## src/rtl/usb_tx_pkg.sv

```systemverilog
`default_nettype none
// ============================================================================
// Module   : usb_tx_pkg
// Purpose  : Shared types and constants for the USB transmit scheduler:
//            handshake PIDs, FSM state encoding, grant-type encoding.
// Revision : 1.0 - initial release
// ============================================================================
package usb_tx_pkg;

  localparam logic [7:0] PID_ACK   = 8'hD2;
  localparam logic [7:0] PID_NAK   = 8'h5A;
  localparam logic [7:0] PID_STALL = 8'h1E;

  typedef enum logic [2:0] {
    IDLE = 3'd0,
    SYNC = 3'd1,
    PID  = 3'd2,
    DATA = 3'd3,
    EOP  = 3'd4,
    GAP  = 3'd5
  } tx_state_t;

  // Encoding order mirrors arbitration priority, highest first.
  typedef enum logic [1:0] {
    G_STALL = 2'd0,
    G_NAK   = 2'd1,
    G_ACK   = 2'd2,
    G_DATA  = 2'd3
  } grant_t;

  // PID byte to serialise for a given grant type.
  function automatic logic [7:0] grant_pid(input grant_t g, input logic [7:0] data_pid);
    case (g)
      G_STALL: grant_pid = PID_STALL;
      G_NAK:   grant_pid = PID_NAK;
      G_ACK:   grant_pid = PID_ACK;
      default: grant_pid = data_pid;
    endcase
  endfunction

endpackage
`default_nettype wire

```

## src/rtl/usb_tx_scheduler_if.sv

```systemverilog
`default_nettype none
// ============================================================================
// Module   : usb_tx_scheduler_if
// Purpose  : Request/stream/line signals between the packet sources, the
//            TX scheduler and the downstream NRZI/line driver.
// Revision : 1.0 - initial release
// ============================================================================
interface usb_tx_scheduler_if;
  logic       checkData;
  logic       reqAck;
  logic       reqNak;
  logic       reqStall;
  logic       reqData;
  logic [7:0] dataPid;
  logic       dataBit;
  logic       dataLast;
  logic       txBit;
  logic       OE;
  logic       callEop;
  logic       dataGrant;
  logic       dataNext;
  logic       busy;
  logic       respDone;

  // Environment side: sources and line driver.
  modport master (
    output checkData, reqAck, reqNak, reqStall, reqData, dataPid, dataBit, dataLast,
    input  txBit, OE, callEop, dataGrant, dataNext, busy, respDone
  );

  // Scheduler side.
  modport slave (
    input  checkData, reqAck, reqNak, reqStall, reqData, dataPid, dataBit, dataLast,
    output txBit, OE, callEop, dataGrant, dataNext, busy, respDone
  );
endinterface
`default_nettype wire

```

## src/rtl/usb_tx_shift8.sv

```systemverilog
`default_nettype none
// ============================================================================
// Module   : usb_tx_shift8
// Purpose  : 8-bit parallel-load register shifted out LSB first; carries
//            the PID byte onto the serial line.
// Revision : 1.0 - initial release
// ============================================================================
module usb_tx_shift8 (
  input  wire logic       clk,
  input  wire logic       rst,
  input  wire logic       i_load,
  input  wire logic [7:0] i_data,
  input  wire logic       i_shift,
  output wire logic       o_lsb
);

  logic [7:0] r_q;

  // Load has precedence; shifting right exposes the next bit at r_q[0].
  always_ff @(posedge clk or posedge rst) begin
    if (rst) begin
      r_q <= 8'h00;
    end else if (i_load) begin
      r_q <= i_data;
    end else if (i_shift) begin
      r_q <= {1'b0, r_q[7:1]};
    end
  end

  assign o_lsb = r_q[0];

endmodule
`default_nettype wire

```

## src/rtl/usb_tx_scheduler.sv

```systemverilog
`default_nettype none
// ============================================================================
// Module   : usb_tx_scheduler
// Purpose  : Owns the USB serial TX path. Arbitrates STALL > NAK > ACK >
//            DATA and emits SYNC, PID, optional payload and EOP one bit per
//            checkData strobe.
// Revision : 1.0 - initial release
// ============================================================================
module usb_tx_scheduler
  import usb_tx_pkg::*;
#(
  parameter int unsigned SYNC_LEN = 8,
  parameter int unsigned EOP_LEN  = 3,
  parameter int unsigned GAP_LEN  = 2
) (
  input wire logic           useClk,
  input wire logic           reset,
  usb_tx_scheduler_if.slave  bus
);

  // Field lengths must fit the 4-bit bit counter.
  generate
    if (SYNC_LEN < 1 || SYNC_LEN > 15 || EOP_LEN < 1 || EOP_LEN > 15 || GAP_LEN > 15) begin : g_param_check
      $error("usb_tx_scheduler: SYNC_LEN and EOP_LEN must be 1..15, GAP_LEN 0..15");
    end
  endgenerate

  // Counter value on the last bit time of each timed field.
  localparam logic [3:0] C_SYNC_LAST = 4'(SYNC_LEN - 1);
  localparam logic [3:0] C_EOP_LAST  = 4'(EOP_LEN - 1);
  localparam logic [3:0] C_GAP_LAST  = 4'(GAP_LEN - 1);
  localparam logic [3:0] C_PID_LAST  = 4'd7;

  // State holds the field whose bit is currently on the line; r_cnt is the
  // index of that bit within the field.
  tx_state_t  r_state;
  logic [3:0] r_cnt;
  grant_t     r_gtype;
  logic       r_last;
  logic       r_pend_ack;
  logic       r_pend_nak;
  logic       r_pend_stall;
  logic       r_tx_bit;
  logic       r_oe;
  logic       r_call_eop;
  logic       r_data_grant;
  logic       r_data_next;
  logic       r_resp_done;

  grant_t     w_gtype;
  logic       w_any;
  logic       w_slot;
  logic       w_grant;
  logic [7:0] w_pid;
  logic       w_shift;
  logic       w_pid_bit;

  // Arbitration, grant qualification and PID shifter control.
  always_comb begin
    w_gtype = G_DATA;
    if (r_pend_stall) begin
      w_gtype = G_STALL;
    end else if (r_pend_nak) begin
      w_gtype = G_NAK;
    end else if (r_pend_ack) begin
      w_gtype = G_ACK;
    end
    w_any   = r_pend_stall | r_pend_nak | r_pend_ack | bus.reqData;
    // The last gap bit time grants directly so the gap is exactly GAP_LEN.
    w_slot  = (r_state == IDLE) || ((r_state == GAP) && (r_cnt == C_GAP_LAST));
    w_grant = bus.checkData & w_any & w_slot;
    w_pid   = grant_pid(w_gtype, bus.dataPid);
    w_shift = bus.checkData &
              (((r_state == SYNC) && (r_cnt == C_SYNC_LAST)) ||
               ((r_state == PID)  && (r_cnt != C_PID_LAST)));
  end

  usb_tx_shift8 u_pid_shift (
    .clk     (useClk),
    .rst     (reset),
    .i_load  (w_grant),
    .i_data  (w_pid),
    .i_shift (w_shift),
    .o_lsb   (w_pid_bit)
  );

  // Sticky request flags, latched every clock; a request arriving on its own
  // grant clock survives the clear and is served again.
  always_ff @(posedge useClk or posedge reset) begin
    if (reset) begin
      r_pend_ack   <= 1'b0;
      r_pend_nak   <= 1'b0;
      r_pend_stall <= 1'b0;
    end else begin
      r_pend_stall <= (r_pend_stall & ~(w_grant & (w_gtype == G_STALL))) | bus.reqStall;
      r_pend_nak   <= (r_pend_nak   & ~(w_grant & (w_gtype == G_NAK)))   | bus.reqNak;
      r_pend_ack   <= (r_pend_ack   & ~(w_grant & (w_gtype == G_ACK)))   | bus.reqAck;
    end
  end

  // Packet sequencer with registered line outputs, stepping once per strobe.
  always_ff @(posedge useClk or posedge reset) begin
    if (reset) begin
      r_state      <= IDLE;
      r_cnt        <= 4'd0;
      r_gtype      <= G_STALL;
      r_last       <= 1'b0;
      r_tx_bit     <= 1'b0;
      r_oe         <= 1'b0;
      r_call_eop   <= 1'b0;
      r_data_grant <= 1'b0;
      r_data_next  <= 1'b0;
      r_resp_done  <= 1'b0;
    end else begin
      r_data_next <= 1'b0;
      r_resp_done <= 1'b0;
      if (bus.checkData) begin
        if (w_grant) begin
          // First SYNC bit goes out on the grant strobe itself.
          r_state      <= SYNC;
          r_cnt        <= 4'd0;
          r_gtype      <= w_gtype;
          r_last       <= 1'b0;
          r_oe         <= 1'b1;
          r_call_eop   <= 1'b0;
          r_tx_bit     <= (C_SYNC_LAST == 4'd0);
          r_data_grant <= (w_gtype == G_DATA);
        end else begin
          case (r_state)
            IDLE: begin
              r_cnt <= 4'd0;
            end
            SYNC: begin
              if (r_cnt == C_SYNC_LAST) begin
                r_state  <= PID;
                r_cnt    <= 4'd0;
                r_tx_bit <= w_pid_bit;
              end else begin
                r_cnt    <= r_cnt + 4'd1;
                r_tx_bit <= ((r_cnt + 4'd1) == C_SYNC_LAST);
              end
            end
            PID: begin
              if (r_cnt == C_PID_LAST) begin
                r_cnt <= 4'd0;
                if ((r_gtype == G_DATA) && bus.reqData) begin
                  r_state     <= DATA;
                  r_tx_bit    <= bus.dataBit;
                  r_data_next <= 1'b1;
                  r_last      <= bus.dataLast;
                end else begin
                  r_state      <= EOP;
                  r_tx_bit     <= 1'b0;
                  r_call_eop   <= 1'b1;
                  r_data_grant <= 1'b0;
                end
              end else begin
                r_cnt    <= r_cnt + 4'd1;
                r_tx_bit <= w_pid_bit;
              end
            end
            DATA: begin
              // Payload length is set by the source, so no bit counting here.
              if (r_last || !bus.reqData) begin
                r_state      <= EOP;
                r_cnt        <= 4'd0;
                r_tx_bit     <= 1'b0;
                r_call_eop   <= 1'b1;
                r_data_grant <= 1'b0;
              end else begin
                r_tx_bit    <= bus.dataBit;
                r_data_next <= 1'b1;
                r_last      <= bus.dataLast;
              end
            end
            EOP: begin
              if (r_cnt == C_EOP_LAST) begin
                r_state      <= (GAP_LEN == 0) ? IDLE : GAP;
                r_cnt        <= 4'd0;
                r_oe         <= 1'b0;
                r_call_eop   <= 1'b0;
                r_tx_bit     <= 1'b0;
                r_data_grant <= 1'b0;
                r_resp_done  <= 1'b1;
              end else begin
                r_cnt <= r_cnt + 4'd1;
              end
            end
            GAP: begin
              if (r_cnt == C_GAP_LAST) begin
                r_state <= IDLE;
                r_cnt   <= 4'd0;
              end else begin
                r_cnt <= r_cnt + 4'd1;
              end
            end
            default: begin
              r_state <= IDLE;
              r_cnt   <= 4'd0;
            end
          endcase
        end
      end
    end
  end

  assign bus.txBit     = r_tx_bit;
  assign bus.OE        = r_oe;
  assign bus.callEop   = r_call_eop;
  assign bus.dataGrant = r_data_grant;
  assign bus.dataNext  = r_data_next;
  assign bus.respDone  = r_resp_done;
  assign bus.busy      = (r_state != IDLE);

endmodule
`default_nettype wire
```

## src/flat_wrapper.sv

```systemverilog
// flat-port wrapper written by rule: the top's interface ports become plain ports
module usb_tx_scheduler_flat import usb_tx_pkg::*;
#(
  parameter int unsigned SYNC_LEN = 8,
  parameter int unsigned EOP_LEN  = 3,
  parameter int unsigned GAP_LEN  = 2
)
  (useClk, reset, bus_checkData, bus_reqAck, bus_reqNak, bus_reqStall, bus_reqData, bus_dataPid, bus_dataBit, bus_dataLast, bus_txBit, bus_OE, bus_callEop, bus_dataGrant, bus_dataNext, bus_busy, bus_respDone);
  usb_tx_scheduler_if bus_i ();
  input wire logic useClk;
  input wire logic reset;
  input wire logic [$bits(bus_i.checkData)-1:0] bus_checkData;
  input wire logic [$bits(bus_i.reqAck)-1:0] bus_reqAck;
  input wire logic [$bits(bus_i.reqNak)-1:0] bus_reqNak;
  input wire logic [$bits(bus_i.reqStall)-1:0] bus_reqStall;
  input wire logic [$bits(bus_i.reqData)-1:0] bus_reqData;
  input wire logic [$bits(bus_i.dataPid)-1:0] bus_dataPid;
  input wire logic [$bits(bus_i.dataBit)-1:0] bus_dataBit;
  input wire logic [$bits(bus_i.dataLast)-1:0] bus_dataLast;
  output wire logic [$bits(bus_i.txBit)-1:0] bus_txBit;
  output wire logic [$bits(bus_i.OE)-1:0] bus_OE;
  output wire logic [$bits(bus_i.callEop)-1:0] bus_callEop;
  output wire logic [$bits(bus_i.dataGrant)-1:0] bus_dataGrant;
  output wire logic [$bits(bus_i.dataNext)-1:0] bus_dataNext;
  output wire logic [$bits(bus_i.busy)-1:0] bus_busy;
  output wire logic [$bits(bus_i.respDone)-1:0] bus_respDone;
  assign bus_i.checkData = bus_checkData;
  assign bus_i.reqAck = bus_reqAck;
  assign bus_i.reqNak = bus_reqNak;
  assign bus_i.reqStall = bus_reqStall;
  assign bus_i.reqData = bus_reqData;
  assign bus_i.dataPid = bus_dataPid;
  assign bus_i.dataBit = bus_dataBit;
  assign bus_i.dataLast = bus_dataLast;
  assign bus_txBit = bus_i.txBit;
  assign bus_OE = bus_i.OE;
  assign bus_callEop = bus_i.callEop;
  assign bus_dataGrant = bus_i.dataGrant;
  assign bus_dataNext = bus_i.dataNext;
  assign bus_busy = bus_i.busy;
  assign bus_respDone = bus_i.respDone;
  usb_tx_scheduler #(.SYNC_LEN(SYNC_LEN), .EOP_LEN(EOP_LEN), .GAP_LEN(GAP_LEN)) u_core (.useClk(useClk), .reset(reset), .bus(bus_i));
endmodule
```

## config.mk

```make
export PLATFORM = sky130hd
export DESIGN_NAME = usb_tx_scheduler_flat
export DESIGN_NICKNAME = d
export VERILOG_FILES = /design/src/rtl/usb_tx_pkg.sv /design/src/rtl/usb_tx_scheduler_if.sv /design/src/rtl/usb_tx_shift8.sv /design/src/rtl/usb_tx_scheduler.sv /design/src/flat_wrapper.sv
export SDC_FILE = /design/constraint.sdc
export NUM_CORES = 1
export LEC_CHECK = 0
export BUFFER_PORTS_ARGS = -buffer_cell sky130_fd_sc_hd__buf_2
export CORE_MARGIN = 4
export CORE_UTILIZATION = 55
export CTS_CLUSTER_DIAMETER = 120
export DETAILED_ROUTE_END_ITERATION = 10
export MAX_ROUTING_LAYER = met4
export PLACE_DENSITY = 0.88
export RECOVER_POWER = 100
export SYNTH_ARGS = -nofsm -noshare
export SYNTH_HDL_FRONTEND = slang
export SYNTH_SLANG_ARGS = --single-unit
```

## constraint.sdc

```tcl
create_clock -name useClk -period 5.2 [get_ports useClk]
set_input_delay 0.52 -clock useClk [delete_from_list [all_inputs] [get_ports useClk]]
set_output_delay 0.52 -clock useClk [all_outputs]
set_load 0.02 [all_outputs]
```

==> metrics.txt, run 1 <==
outcome=finished clean; largest net degree at the start of global routing=28; Pleak=0.798 nW; Slew Viols, Final=0; Tmin final=2.83 ns; Antenna Cells=0; DIE HEIGHT=~63 um; setup repair bufs after CTS=0; first-pass GRT wire length=6.40 mm; initial core utilization=about three fifths; Vias=1423; leading area contributor after synthesis=dfrtp_1; register area share after synthesis=40.2%; Setup-failing EPs final=0; Peak VDD IR=~210 uV; setup TNS=0 ns; Post-Route WL=3.72 mm; Final Util=63.7%; top cell type's share of synthesized area=40.2%; Post-synth EDFFs=0; Distinct cells, synth=44; RSZ-0062 raised after global routing=false; number of max-cap violations=0; Netlist Area Pre-Place=1680 um2; Iteration-0 DRC Markers=99; Synth-to-Final Area Change=7.22%; Final period util=54.4%; Setup Skew=approximately 0.014 ns; FP Rows=19; Hold WS=0.366 ns; Num CTS Buffers=3; grt total ovfl=0; number of hold violations in the final report=0; Pwr per Cell Area=between 400 and 500 nW/um2; Post-Syn Instances=180; Routed Antenna Nets=0; Synth Net Count=200; Root Buffer Master=clkbuf_4; hold_buf cts=0; post-placement cell area=1790 um2; cells resized by post-CTS repair=0; clk_lat worst skew=0.33 ns; type of origin of the critical path=flip-flop; post-route design area=1800 um2; Yosys Warn Count=0; FILL cells=227; synthesized flop and latch total=27; vias in the first global route=between 1000 and 1500; placer congestion estimate=between 0.9 and 1; antenna violations before repair=0; Worst Tran Pin Value=about 1.1 ns; # IOs=24; Tot GR Track Use=20.0%; IO Port Bufs=23; Mean Syn Cell Area=9.34 um2; fmax=~0.35 GHz; Die Wd=63.3 um; Worst Hold Class=primary input to flip-flop; worst endpoint data arrival time=~3.1 ns; DP Wirelength=around 2.8 mm; Critical Path RT=5.44 ns; clock transition at the registers of the reported paths=0.16 ns; Clock Path Buffers=2; Slew headroom=28.6%; vias per cell=6.16; Synth async-reset ratio=100%; CTS tree=yes; top post-synthesis cells by area=dfrtp_1, mux2i_1, nand2b_1; per-cell routed wire length=16.1 um; layout cells sized above 1=15.5%; H-tree depth=1; drt pass-1 iters=4; DRC=0; Main synth FF type=dfrtp_1; Final nets=roughly 220; CP endpoint kind=flip-flop; CORE AREA=2830 um2; clk sinks=27; crit-path max FO=13; Setup CP Type=flip-flop to flip-flop; die footprint=4000 um2
## critical path, cell delays in order, from the launching register on
cell and delay, ns:
dfrtp_1 0.48, inv_1 0.09, ha_1 0.18, and4bb_1 0.34, a21oi_1 0.13, nor2b_1 0.85
mux2_2 0.42, mux2_4 0.25
## area by class of cell
| class | instances | area [um2] | area share [%] |
|---|---|---|---|
| clock inverter | 1 | 7.51 | 0.417 |
| timing repair buffer | 23 | 106 | 5.90 |
| sequential | 27 | 676 | 37.5 |
| multi-input combinational | 132 | 898 | 49.9 |
| tap | 31 | 38.8 | 2.15 |
| clock buffer | 3 | 22.5 | 1.25 |
| inverter | 14 | 52.6 | 2.92 |
## kinds of logic after synthesis
group | Yosys count | share of synthesized area (%)
AND/OR/NAND/NOR | 64 | 21.6
AO/OA/AOI/OAI | 48 | 19.3
flip-flops | 27 | 40.2
buffers and inverters | 21 | 5.51
multiplexers | 16 | 10.6
adder cells (fa/ha/maj) | 3 | 2.23
XOR/XNOR | 1 | 0.521
## final timing paths
| check | slack [ns] | to | startpoint | cells after the start |
|---|---|---|---|---|
| hold / removal | 0.37 | u_core.r_pend_stall | bus_reqStall | 2 |
| setup reg to reg | 2.37 | u_core.u_pid_shift.r_q[4] | u_core.r_cnt[1] | 7 |
| setup / recovery | 2.37 | u_core.u_pid_shift.r_q[4] | u_core.r_cnt[1] | 7 |
| hold reg to reg | 0.53 | u_core.bus.callEop | u_core.bus.callEop | 1 |
| max in group asynchronous | 4.21 | u_core.u_pid_shift.r_q[0] | reset | 2 |
| min in group asynchronous | 0.39 | u_core.u_pid_shift.r_q[7] | reset | 2 |
## routing by layer
| metal | GRT usage [%] | part of all wire, % | vias to the layer above |
|---|---|---|---|
| met4 | 8.09 | 2.1 | 0 |
| li1 | - | - | 682 |
| met3 | 3.55 | 6.9 | 12 |
| met5 | - | 0 | - |
| met2 | 31.5 | 48 | 75 |
| met1 | 25.5 | 43 | 654 |
## registers in the layout, summed over array words and instances, names as in the netlist
signal and cells:
u_core.u_pid_shift.r_q 8, u_core.r_cnt 4, u_core.r_state 3, u_core.r_gtype 2, u_core.bus.OE 1, u_core.bus.callEop 1, u_core.bus.dataGrant 1, u_core.bus.dataNext 1
u_core.bus.respDone 1, u_core.bus.txBit 1, u_core.r_last 1, u_core.r_pend_ack 1, u_core.r_pend_nak 1, u_core.r_pend_stall 1
## cell usage in the layout (no fill, tap or decap), types with 2 or more instances in the layout
master,instances
a21oi_1,8
dfrtp_1,27
mux2_4,2
a22o_1,2
or3b_2,2
nand2_1,15
o21ai_0,13
nand3_1,2
inv_1,14
a211oi_1,2
ha_1,3
nor2b_1,2
mux2i_1,10
clkbuf_1,7
buf_2,16
nor2_1,13
nor3b_1,3
clkbuf_4,3
o31ai_1,7
a31oi_1,2
mux2_2,4
a21o_1,5
nor3_1,6
nand2b_1,12
o22ai_1,3
## per-stage QoR
step | setup WS (ns) | power (W) | std cells
2_1_floorplan | 3.05 | 0.000579 | 180
3_3_place_gp | 3.03 | 0.000631 | 227
3_5_place_dp | 2.91 | 0.000653 | 227
4_1_cts | 2.89 | 0.000745 | 231
5_1_grt | 2.25 | 0.000792 | 231
6_report | 2.37 | 0.000736 | 231
## cell usage after synthesis (2+ instances only)
cell,count
dfrtp_1,27
nand2_1,15
inv_1,14
nor2_1,13
o21ai_0,13
nand2b_1,11
mux2i_1,10
a21oi_1,8
o31ai_1,7
nor3_1,6
a21o_1,5
clkbuf_1,3
ha_1,3
mux2_2,3
mux2_4,3
nor3b_1,3
o22ai_1,3
a211oi_1,2
a22o_1,2
a31oi_1,2
buf_2,2
nand3_1,2
or3b_2,2
## report_power, final
group / switching, W / total, W / internal, W / leakage, nW
registers: 0.0000677 / 0.000328 / 0.000260 / 0.340
clock network: 0.0000635 / 0.0000929 / 0.0000294 / 0.0139
logic: 0.000175 / 0.000315 / 0.000139 / 0.445
Note: power is estimated with default switching activity, not from simulation.
==> run 2: changes to the inputs <==
--- a/config.mk
+++ b/config.mk
@@ -5,13 +5,14 @@
 export SDC_FILE = /design/constraint.sdc
 export NUM_CORES = 1
 export LEC_CHECK = 0
+export ABC_AREA = 1
 export BUFFER_PORTS_ARGS = -buffer_cell sky130_fd_sc_hd__buf_2
 export CORE_MARGIN = 4
-export CORE_UTILIZATION = 55
+export CORE_UTILIZATION = 51
 export CTS_CLUSTER_DIAMETER = 120
 export DETAILED_ROUTE_END_ITERATION = 10
 export MAX_ROUTING_LAYER = met4
-export PLACE_DENSITY = 0.88
+export PLACE_DENSITY = 0.86
 export RECOVER_POWER = 100
 export SYNTH_ARGS = -nofsm -noshare
 export SYNTH_HDL_FRONTEND = slang
==> constraint.sdc (replaced) <==
create_clock -name useClk -period 2.59 [get_ports useClk]
set_input_delay 0.259 -clock useClk [delete_from_list [all_inputs] [get_ports useClk]]
set_output_delay 0.259 -clock useClk [all_outputs]
set_load 0.02 [all_outputs]
==> metrics.txt, run 2 <==
Setup CP Type=flip-flop to flip-flop; Slew Viols, Final=0 (unchanged); synth cell count leaders=nand2_1, dfrtp_1, inv_1; antenna violations before repair=0 (unchanged); Peak VDD IR=421 uV (+98%); Post-Route WL=3.28 mm (-12%); Num CTS Buffers=3 (unchanged); Die Wd=65.0 um (+2.8%); per-cell routed wire length=10.8 um (-33%); placer congestion estimate=0.924 (-5.2%); Setup Skew=0.00792 ns (-0.00590 ns); initial core utilization=53.9% (-5.5 points); die footprint=4230 um2 (+5.6%); Antenna Cells=0 (unchanged); top post-synthesis cells by area=dfrtp_1, nand2_1, inv_1; drt pass-1 iters=4 (unchanged); Setup WS pre-CTS=0.955 ns (-1.96 ns); Worst Tran Pin Value=1.40 ns (+0.330 ns); reg-to-reg slack, setup=0.67 ns (-1.70 ns); FILL cells=293 (+29%); first-pass GRT wire length=6.15 mm (-4.0%); vias per cell=4.82 (-22%); RSZ-0062 raised after global routing=false; Synth Net Count=253 (+27%); layout cells sized above 1=14.6% (-0.88 points); FP Rows=20 (+1); Post-synth EDFFs=0 (unchanged); Top Registers=u_core.u_pid_shift.r_q (8), u_core.r_cnt (4), u_core.r_state (3); Routed Antenna Nets=0 (unchanged); Biggest register=u_core.u_pid_shift.r_q; Vias=1465 (+3.0%); Worst path max stage delay=0.46 ns (-0.39 ns); commonest non-fill, non-tap cell in the layout=nand2_1; top-count cell post-synth=nand2_1; max reg flops=8 (unchanged); Slew headroom=6.75% (-22 points); Final nets=281 (+27%); crit-path max FO=25 (+12); register area share after synthesis=40.7% (+0.52 points); synthesized flop and latch total=27 (unchanged); critical path cell sequence=inv_1, ha_1, nand2_2, o21ai_0, nand2_4, nand2_1, inv_6, nand2_1, o21ai_2; Clock Path Buffers=2 (unchanged); DRC=0 (unchanged); Yosys Warn Count=0 (unchanged); fin worst setup slack=0.669 ns (-1.70 ns); vias in the first global route=1392 (-4.5%); Root Buffer Master=clkbuf_4; Top Family by Delay on Critical Path=simple AND/OR/NAND/NOR gates; DIE HEIGHT=65.0 um (+2.8%); Tmin final=1.92 ns (-0.910 ns); Setup-failing EPs final=0 (unchanged); Synth async-reset ratio=100% (unchanged); multi-input logic area=806 um2 (-10%); leading area contributor after synthesis=dfrtp_1; outcome=finished clean; Mean Syn Cell Area=7.12 um2 (-24%); CTS tree=yes; Netlist Area Pre-Place=1660 um2 (-1.3%); top cell type's share of synthesized area=40.7% (+0.52 points); CP endpoint kind=flip-flop; Buf/Inv on CP=2 (+1); number of max-cap violations=0 (unchanged); H-tree depth=1 (unchanged); critical path's slowest cell=dfrtp_1; Synth-to-Final Area Change=8.82%; Reg area=676 um2 (unchanged); clk sinks=27 (unchanged); Iteration-0 DRC Markers=95 (-4.0%); IO Port Bufs=23 (unchanged); Main synth FF type=dfrtp_1; clock transition at the registers of the reported paths=0.15 ns (about the same); clk_lat worst skew=0.33 ns (about the same); DP Wirelength=2.59 mm (-7.7%); Distinct cells, synth=25 (-43%); Final period util=74.2% (+20 points); Critical Path RT=2.83 ns (-2.61 ns); type of origin of the critical path=flip-flop; setup repair bufs after CTS=0 (unchanged); fmax=0.521 GHz (+47%); Pleak=1.00 nW (+25%); setup TNS=0 ns (unchanged); largest net degree at the start of global routing=28 (unchanged); Worst Hold Class=primary input to flip-flop; # IOs=24 (unchanged); Post-Syn Instances=233 (+29%); Pwr per Cell Area=815 nW/um2 (+100%); grt total ovfl=0 (unchanged); Tot GR Track Use=18.8% (-1.2 points); commonest non-fill, non-tap cells in the layout=nand2_1, dfrtp_1, inv_1, nor2_1, buf_2; number of hold violations in the final report=0 (unchanged); CORE AREA=3080 um2 (+8.8%); worst endpoint data arrival time=2.16 ns (-0.91 ns); critical path's most frequent cell=nand2_1
[run 2: changes by cell type after synthesis, moves of 4 or more]
cell      delta
o31ai_1      -7
inv_1        +9
o21ai_1     +11
nand2_2      +6
nor3_1       -4
o21ai_0     -10
nor2_1       +8
o21ai_2      +4
nand3_1     +10
inv_2        +7
a21oi_1      -5
nand2b_1    -11
nand2_1     +76
mux2i_1     -10
[run 2: worst paths after layout]
check                                   startpoint                   endpoint  cells past startpoint
worst min-delay path                    bus_reqAck          u_core.r_pend_ack                      2
worst max register to register     u_core.r_cnt[1]  u_core.u_pid_shift.r_q[7]                      9
worst min register to register  u_core.bus.callEop         u_core.bus.callEop                      2
min in group asynchronous                    reset          u_core.r_pend_nak                      4
max in group asynchronous                    reset            u_core.r_cnt[2]                      4
worst max-delay path               u_core.r_cnt[1]  u_core.u_pid_shift.r_q[7]                      9
[run 2: repair_timing]
item,4_1_cts,5_1_grt
hold endpoints to repair,27,0
hold buffers,1,0
resized for setup,0,0
[run 2: area by class of cell]
type / instances / share of cell area (%)
clock buffers: 3 / 1.25
clock inverters: 1 / 0.277
inverters: 31 / 6.72
multi-input cells: 173 / 44.6
flip-flops and latches: 27 / 37.4
well taps: 44 / 3.05
repair buffers: 25 / 6.65
[run 2: stage by stage]
| step | power, W | cells | area, um2 | utilization (%) | hold WS [ns] |
|---|---|---|---|---|---|
| finish | 0.00147 | 304 | 1810 | 58.7 | 0.104 |
| global route | 0.00163 | 304 | 1810 | 58.7 | 0.0809 |
| CTS | 0.00152 | 304 | 1850 | 60.2 | 0.0997 |
| detailed placement | 0.00134 | 299 | 1810 | 58.9 | 0.334 |
| global placement | 0.00132 | 299 | 1810 | 58.9 | 0.331 |
| floorplan | 0.00120 | 233 | 1660 | - | 0.312 |
[run 2: cells by family (layout without fill, tap and decap cells)]
| family | Yosys count | in the layout | synth area share, % |
|---|---|---|---|
| flip-flops | 27 | 27 | 40.7 |
| adder cells (fa/ha/maj) | 3 | 3 | 2.26 |
| AO/OA/AOI/OAI | 28 | 28 | 10.4 |
| AND/OR/NAND/NOR | 142 | 142 | 37.9 |
| buffers and inverters | 33 | 60 | 8.67 |
[run 2: per-layer routing]
metal,vias to the layer above,track usage (%),wire (um)
met5,-,-,0
met4,0,6.99,47
met3,5,2.77,131
met2,30,28.4,1460
met1,651,25.8,1650
li1,779,-,-
[run 2: report_power, final]
part           total [W]  internal (W)  leakage, nW  switching (W)
clock           0.000182     0.0000579       0.0177       0.000124
combinational   0.000674      0.000223        0.638       0.000452
sequential      0.000616      0.000526        0.344      0.0000898
